[config.mk]
export PLATFORM = sky130hd
export DESIGN_NAME = pc_run_monitor
export DESIGN_NICKNAME = d
export VERILOG_FILES = /design/src/rtl/run_monitor_pkg.sv /design/src/rtl/stall_detector.sv /design/src/rtl/pc_run_monitor.sv
export SDC_FILE = /design/constraint.sdc
export NUM_CORES = 1
export LEC_CHECK = 0
export BUFFER_PORTS_ARGS = -buffer_cell sky130_fd_sc_hd__buf_2
export CORE_ASPECT_RATIO = 1.1
export CORE_MARGIN = 1
export CORE_UTILIZATION = 45
export DETAILED_ROUTE_END_ITERATION = 6
export PLACE_DENSITY_LB_ADDON = 0.05
export SKIP_LAST_GASP = 1
export SYNTH_ARGS = -nofsm -noshare
export SYNTH_HDL_FRONTEND = slang
export SYNTH_HIERARCHICAL = 1
export SYNTH_SLANG_ARGS = --single-unit
[constraint.sdc]
create_clock -name clk -period 6.85 [get_ports clk]
set_input_delay 0.685 -clock clk [delete_from_list [all_inputs] [get_ports clk]]
set_output_delay 0.685 -clock clk [all_outputs]
set_load 0.05 [all_outputs]
[src/rtl/run_monitor_pkg.sv]
// Shared definitions for the PC run monitor: FSM state encoding,
// the sequential PC increment and the default cycle budget.
package run_monitor_pkg;

  typedef enum logic [1:0] {
    ST_IDLE    = 2'd0,
    ST_RUN     = 2'd1,
    ST_HALTED  = 2'd2,
    ST_TIMEOUT = 2'd3
  } state_t;

  localparam int unsigned PC_STEP = 4;

  // Also used by the simulation top as its MAX_CLOCKS.
  localparam int unsigned DEFAULT_MAX_CYCLES = 100000000;

endpackage

[src/rtl/stall_detector.sv]
// Tracks the previous valid PC and counts consecutive repeats of it.
// Ports: clk, rst (async low), clear, load (start of run), enable (in RUN),
//   pc_valid, pc_in -> stall_hit; jump_hit only with MONITOR_JUMP_COUNT_EN.
module stall_detector
  import run_monitor_pkg::*;
#(
  parameter int PC_W        = 32,
  parameter int STALL_LIMIT = 4
) (
  input  logic            clk,
  input  logic            rst,
  input  logic            clear,
  input  logic            load,
  input  logic            enable,
  input  logic            pc_valid,
  input  logic [PC_W-1:0] pc_in,
  output logic            stall_hit
`ifdef MONITOR_JUMP_COUNT_EN
  ,
  output logic            jump_hit
`endif
);

  localparam int SC_W = $clog2(STALL_LIMIT + 1);

  logic [PC_W-1:0] prev_pc;
  logic [SC_W-1:0] stall_cnt;
  logic [SC_W-1:0] cnt_inc;
  logic            same;
  logic            step;

  assign same    = (pc_in == prev_pc);
  assign step    = enable & pc_valid;
  assign cnt_inc = stall_cnt + 1'b1;

  assign stall_hit = step & same &
                     (cnt_inc == SC_W'(STALL_LIMIT));

`ifdef MONITOR_JUMP_COUNT_EN
  logic [PC_W-1:0] seq_pc;

  // Sequential fetch address, wrapping modulo 2^PC_W.
  assign seq_pc   = prev_pc + PC_W'(PC_STEP);
  assign jump_hit = step & ~same & (pc_in != seq_pc);
`endif

  always_ff @(posedge clk or negedge rst) begin
    if (!rst) begin
      prev_pc   <= '0;
      stall_cnt <= '0;
    end else if (clear) begin
      prev_pc   <= '0;
      stall_cnt <= '0;
    end else if (load) begin
      prev_pc   <= pc_in;
      stall_cnt <= '0;
    end else if (step) begin
      prev_pc   <= pc_in;
      stall_cnt <= same ? cnt_inc : '0;
    end
  end

endmodule

[src/rtl/pc_run_monitor.sv]
// Watches the CPU PC stream; flags halt (PC self-loop) or cycle-budget timeout.
// Ports: clk, rst (async low), pc_in, pc_valid, clear -> done, halted,
//   timeout, cycles, halt_pc, state, jump_cnt (counts only with
//   MONITOR_JUMP_COUNT_EN defined, otherwise tied to 0).
module pc_run_monitor
  import run_monitor_pkg::*;
#(
  parameter int          PC_W        = 32,
  parameter int          CNT_W       = 32,
  parameter int unsigned MAX_CYCLES  = DEFAULT_MAX_CYCLES,
  parameter int          STALL_LIMIT = 4
) (
  input  logic             clk,
  input  logic             rst,
  input  logic [PC_W-1:0]  pc_in,
  input  logic             pc_valid,
  input  logic             clear,
  output logic             done,
  output logic             halted,
  output logic             timeout,
  output logic [CNT_W-1:0] cycles,
  output logic [PC_W-1:0]  halt_pc,
  output logic [1:0]       state,
  output logic [CNT_W-1:0] jump_cnt
);

  if (STALL_LIMIT < 1) begin : g_bad_limit
    $error("STALL_LIMIT must be at least 1");
  end

  // cycles must never wrap before the budget is reached.
  if (MAX_CYCLES < 1 ||
      (CNT_W < 64 &&
       64'(MAX_CYCLES) >= (64'd1 << CNT_W))) begin : g_bad_budget
    $error("MAX_CYCLES must be in 1 .. 2^CNT_W-1");
  end

  state_t          state_q, state_d;
  logic [CNT_W-1:0] cycles_q, cycles_d;
  logic [CNT_W-1:0] cycles_inc;
  logic [PC_W-1:0]  halt_pc_q, halt_pc_d;
  logic             stall_hit;
  logic             budget_hit;
  logic             in_run;
  logic             load;

  assign in_run     = (state_q == ST_RUN);
  assign load       = (state_q == ST_IDLE) & pc_valid;
  assign cycles_inc = cycles_q + 1'b1;
  assign budget_hit = (cycles_inc == CNT_W'(MAX_CYCLES));

`ifdef MONITOR_JUMP_COUNT_EN
  logic jump_hit;
`endif

  stall_detector #(
    .PC_W        (PC_W),
    .STALL_LIMIT (STALL_LIMIT)
  ) u_stall (
    .clk       (clk),
    .rst       (rst),
    .clear     (clear),
    .load      (load),
    .enable    (in_run),
    .pc_valid  (pc_valid),
    .pc_in     (pc_in),
    .stall_hit (stall_hit)
`ifdef MONITOR_JUMP_COUNT_EN
    ,
    .jump_hit  (jump_hit)
`endif
  );

  always_ff @(posedge clk or negedge rst) begin
    if (!rst) begin
      state_q   <= ST_IDLE;
      cycles_q  <= '0;
      halt_pc_q <= '0;
    end else begin
      state_q   <= state_d;
      cycles_q  <= cycles_d;
      halt_pc_q <= halt_pc_d;
    end
  end

  // Halt is tested before the budget so a same-cycle tie resolves to halt.
  always_comb begin
    state_d   = state_q;
    cycles_d  = cycles_q;
    halt_pc_d = halt_pc_q;
    if (clear) begin
      state_d   = ST_IDLE;
      cycles_d  = '0;
      halt_pc_d = '0;
    end else begin
      unique case (state_q)
        ST_IDLE: begin
          if (pc_valid) begin
            state_d  = ST_RUN;
            cycles_d = CNT_W'(1);
          end
        end
        ST_RUN: begin
          if (pc_valid) begin
            cycles_d = cycles_inc;
            if (stall_hit) begin
              state_d   = ST_HALTED;
              halt_pc_d = pc_in;
            end else if (budget_hit) begin
              state_d = ST_TIMEOUT;
            end
          end
        end
        ST_HALTED: ;
        ST_TIMEOUT: ;
      endcase
    end
  end

`ifdef MONITOR_JUMP_COUNT_EN
  logic [CNT_W-1:0] jump_q;

  always_ff @(posedge clk or negedge rst) begin
    if (!rst) begin
      jump_q <= '0;
    end else if (clear) begin
      jump_q <= '0;
    end else if (jump_hit && jump_q != '1) begin
      jump_q <= jump_q + 1'b1;
    end
  end

  assign jump_cnt = jump_q;
`else
  assign jump_cnt = '0;
`endif

  assign state   = state_q;
  assign halted  = (state_q == ST_HALTED);
  assign timeout = (state_q == ST_TIMEOUT);
  assign done    = halted | timeout;
  assign cycles  = cycles_q;
  assign halt_pc = halt_pc_q;

endmodule
==> results.py <==
metrics = {
    "logic_synthesis": {
        "syn_area_sq_mm": 0.00569,
        "synth-edff-count": 0,
        "syn-mean-instance-area_sq_um": 8.65,
        "synth_flop_cell": "dfrtp_1",
        "synth-seq-cells": 101,
        "yosysTopAreaCellShare_pct": 44.5,
        "seq_area_frac_synth_pct": 44.5,
        "synthTopCellsByArea": "dfrtp_1 44%, nand2_1 8.4%, o21ai_0 6.3%",
        "synth_cell_types": 57,
        "ys_async_sr_fraction_pct": 100,
        "synthCells": 657,
        "yosys_warnings": 6,
        "yosysTopAreaCell": "dfrtp_1",
    },
    "global_route": {
        "antenna_found_initial": 0,
        "grt_pass1_vias": 4430,
        "overflow": 0,
        "grt_pass1_wl_um": 22500,
        "grt_usage_pct": 22.1,
        "grt_max_degree": 75,
    },
    "cts": {
        "clock-root-buffer": "clkbuf_16",
        "cts.sinks": 101,
        "cts_buffers": 9,
        "clk_latency_ns": 0.35,
        "clockBufferDepth": 2,
        "path_clk_slew_ns": 0.07,
        "postCtsSetupBuffers": 0,
        "hold_buffers": 0,
        "cts_tree": "built",
        "htree_levels": 3,
        "ctsResizeCount": 0,
    },
    "critical_path": {
        "cp_top_family": "simple AND/OR/NAND/NOR gates",
        "arrival_ns": 3.10,
        "critPathKind": "reg -> reg",
        "critPathLaunchType": "register",
        "cp_slowest_cell": "dfrtp_1",
        "crit_fanout": 9,
        "endpoint_kind": "register",
        "cp_num_buf_inv": 0,
        "crit_path_cell_trace": "ha_1 -> nand3_2 -> nor2_1 -> xor2_1 -> a2111oi_1 -> nand4_1 -> or3_1 -> o31ai_2",
        "slowest_delay_ns": 0.50,
        "cp.required_ns": 7.11,
    },
    "finish": {
        "seq_area_sq_mm": 0.00253,
        "multi_input_area_sq_mm": 0.00281,
        "n_fill_cell": 1218,
        "fin_nets": 778,
        "final_area_sq_mm": 0.00638,
        "final_layout_size_suffix_gt1_share_pct": 19.2,
        "num_antenna_cells": 0,
        "layout.cells.non_filler": 895,
        "area_delta_synth_final_pct": 12.3,
    },
    "placed_design": {
        "pre_cts_ws_ns": 3.74,
        "place_congestion": 0.828,
        "dp_cells": 881,
        "hpwl_um": 9520,
        "dpl_cell_area_sq_mm": 0.00613,
        "port_buffers": 104,
    },
    "die": {
        "pin_count": 137,
        "die_w_um": 109,
        "die_h_um": 120,
        "start_util_pct": 46.6,
        "dieArea_sq_mm": 0.0131,
        "core_sq_mm": 0.0122,
        "rows": 42,
    },
    "timing": {
        "finalHoldViolCount": 0,
        "slew-limit-headroom_pct": 26.1,
        "fin_setup_tns_ns": 0,
        "setup_viol": 0,
        "fin_crit_ns": 2.84,
        "worst_hold_slack_ns": 0.308,
        "skew_ns": 0.00767,
        "maxSlewViolCount": 0,
        "final.period_utilization_pct": 41.5,
        "tightestPinTransition_ns": 1.11,
        "grt_setup_unrepaired": "no",
        "timing.fmax_ghz": 0.352,
        "setup_slack_ns": 4.01,
    },
    "hold_path": {
        "hold_path_class": "in -> async",
    },
    "power": {
        "ir_drop_mv": 0.104,
        "powerDensity_mw_per_mm2": 194,
        "power_leakage_nw": 3.00,
    },
    "detailed_routing": {
        "drtIter0Drc": 302,
        "dr_total_vias": 4776,
        "route.detailed.drc": 0,
        "drtPass1Iterations": 5,
        "wl_um": 14000,
        "routedWlPerCell_um": 15.6,
        "routed_via_density": 5.34,
        "ant_nets": 0,
    },
    "flow_run": {
        "cap_viol_max_count": 0,
    },
    "outcome": {
        "status": "finished clean",
    },
}
==> cell usage in the layout, fill, tap and decap left out, types with 4 or more instances in the layout <==
cell type and n:
nor2_1 31, and3_1 5, nor3_1 10, ha_1 4, buf_2 103, xor2_1 20
nand3_1 18, and4_1 4, a31oi_1 5, dfrtp_1 101, inv_1 9, nand2b_1 30
nand2_1 127, conb_1 32, o22ai_1 5, o31ai_1 16, o21ai_0 71, clkbuf_16 9
a21o_1 4, a21oi_1 42, nand4_1 15, xnor2_1 21, buf_4 6
==> final timing paths <==
check	from	end	slack, ns	cells past startpoint
hold reg to reg	u_stall/prev_pc[15]	u_stall/prev_pc[15]	0.49	2
setup / recovery	cycles[0]	state[1]	4.01	8
hold / removal	rst	u_stall/prev_pc[10]	0.31	1
setup reg to reg	cycles[0]	state[1]	4.01	8
max in group asynchronous	rst	state[1]	5.32	2
min in group clk	u_stall/prev_pc[15]	u_stall/prev_pc[15]	0.49	2
==> registers in the layout (all words and copies together), names as in the netlist <==
register / count
u_stall/prev_pc: 32
state: 2
halt_pc: 32
u_stall/stall_cnt: 3
cycles: 32
==> where the power goes <==
part | leakage [nW] | internal, W | switching [W]
registers | 1.38 | 0.000613 | 0.0000134
clock network | 0.128 | 0.000243 | 0.000224
logic | 1.49 | 0.0000374 | 0.000107
==> routing by layer <==
metal	vias up	wire length (um)	track usage, %
li1	2346	-	-
met1	2310	6230	29.0
met5	-	0	0
met3	16	556	3.80
met4	0	181	6.67
met2	104	6990	36.8
==> cell usage after synthesis (3+ instances only) <==
| master | count |
|---|---|
| and2_1 | 4 |
| nand2_1 | 127 |
| nor3_1 | 10 |
| or3b_2 | 3 |
| and4_1 | 4 |
| a31oi_1 | 5 |
| buf_4 | 35 |
| a21o_1 | 4 |
| xor2_1 | 20 |
| dfrtp_1 | 101 |
| inv_1 | 9 |
| nor2b_1 | 3 |
| o31ai_1 | 16 |
| buf_6 | 3 |
| o21ai_1 | 3 |
| o21ai_0 | 71 |
| nand2b_1 | 30 |
| nand3_1 | 18 |
| a21oi_1 | 42 |
| o22ai_1 | 5 |
| nor2_1 | 32 |
| and3_1 | 5 |
| nand4_1 | 15 |
| clkbuf_1 | 27 |
| xnor2_1 | 21 |
| nor4_1 | 3 |
| ha_1 | 4 |
==> area by class of cell <==
class,instances,area share [%]
Sequential cell,101,39.6
Inverter,9,0.529
Tap cell,154,3.02
Clock inverter,4,0.431
Timing Repair Buffer,109,8.78
Clock buffer,10,3.59
Multi-Input combinational cell,508,44.1
==> per-stage QoR <==
stage / power (W) / util (%)
floorplan: 0.000752 / -
global placement: 0.000782 / 50.3
detailed placement: 0.000785 / 50.3
CTS: 0.00125 / 52.4
global route: 0.00129 / 52.4
finish: 0.00124 / 52.4
==> cells by family (layout without fill, tap and decap cells) <==
logic type | count (synthesis) | in the layout | synth area share (%)
fa+ha+maj | 4 | 4 | 0.880
buf+inv | 79 | 132 | 8.16
other cells | 1 | 32 | 0.0660
simple gates | 277 | 277 | 24.8
compound gates | 153 | 153 | 15.1
flops | 101 | 101 | 44.5
xor+xnor | 41 | 41 | 6.32
mux | 1 | 1 | 0.198
(Power assumes the default switching activity.)
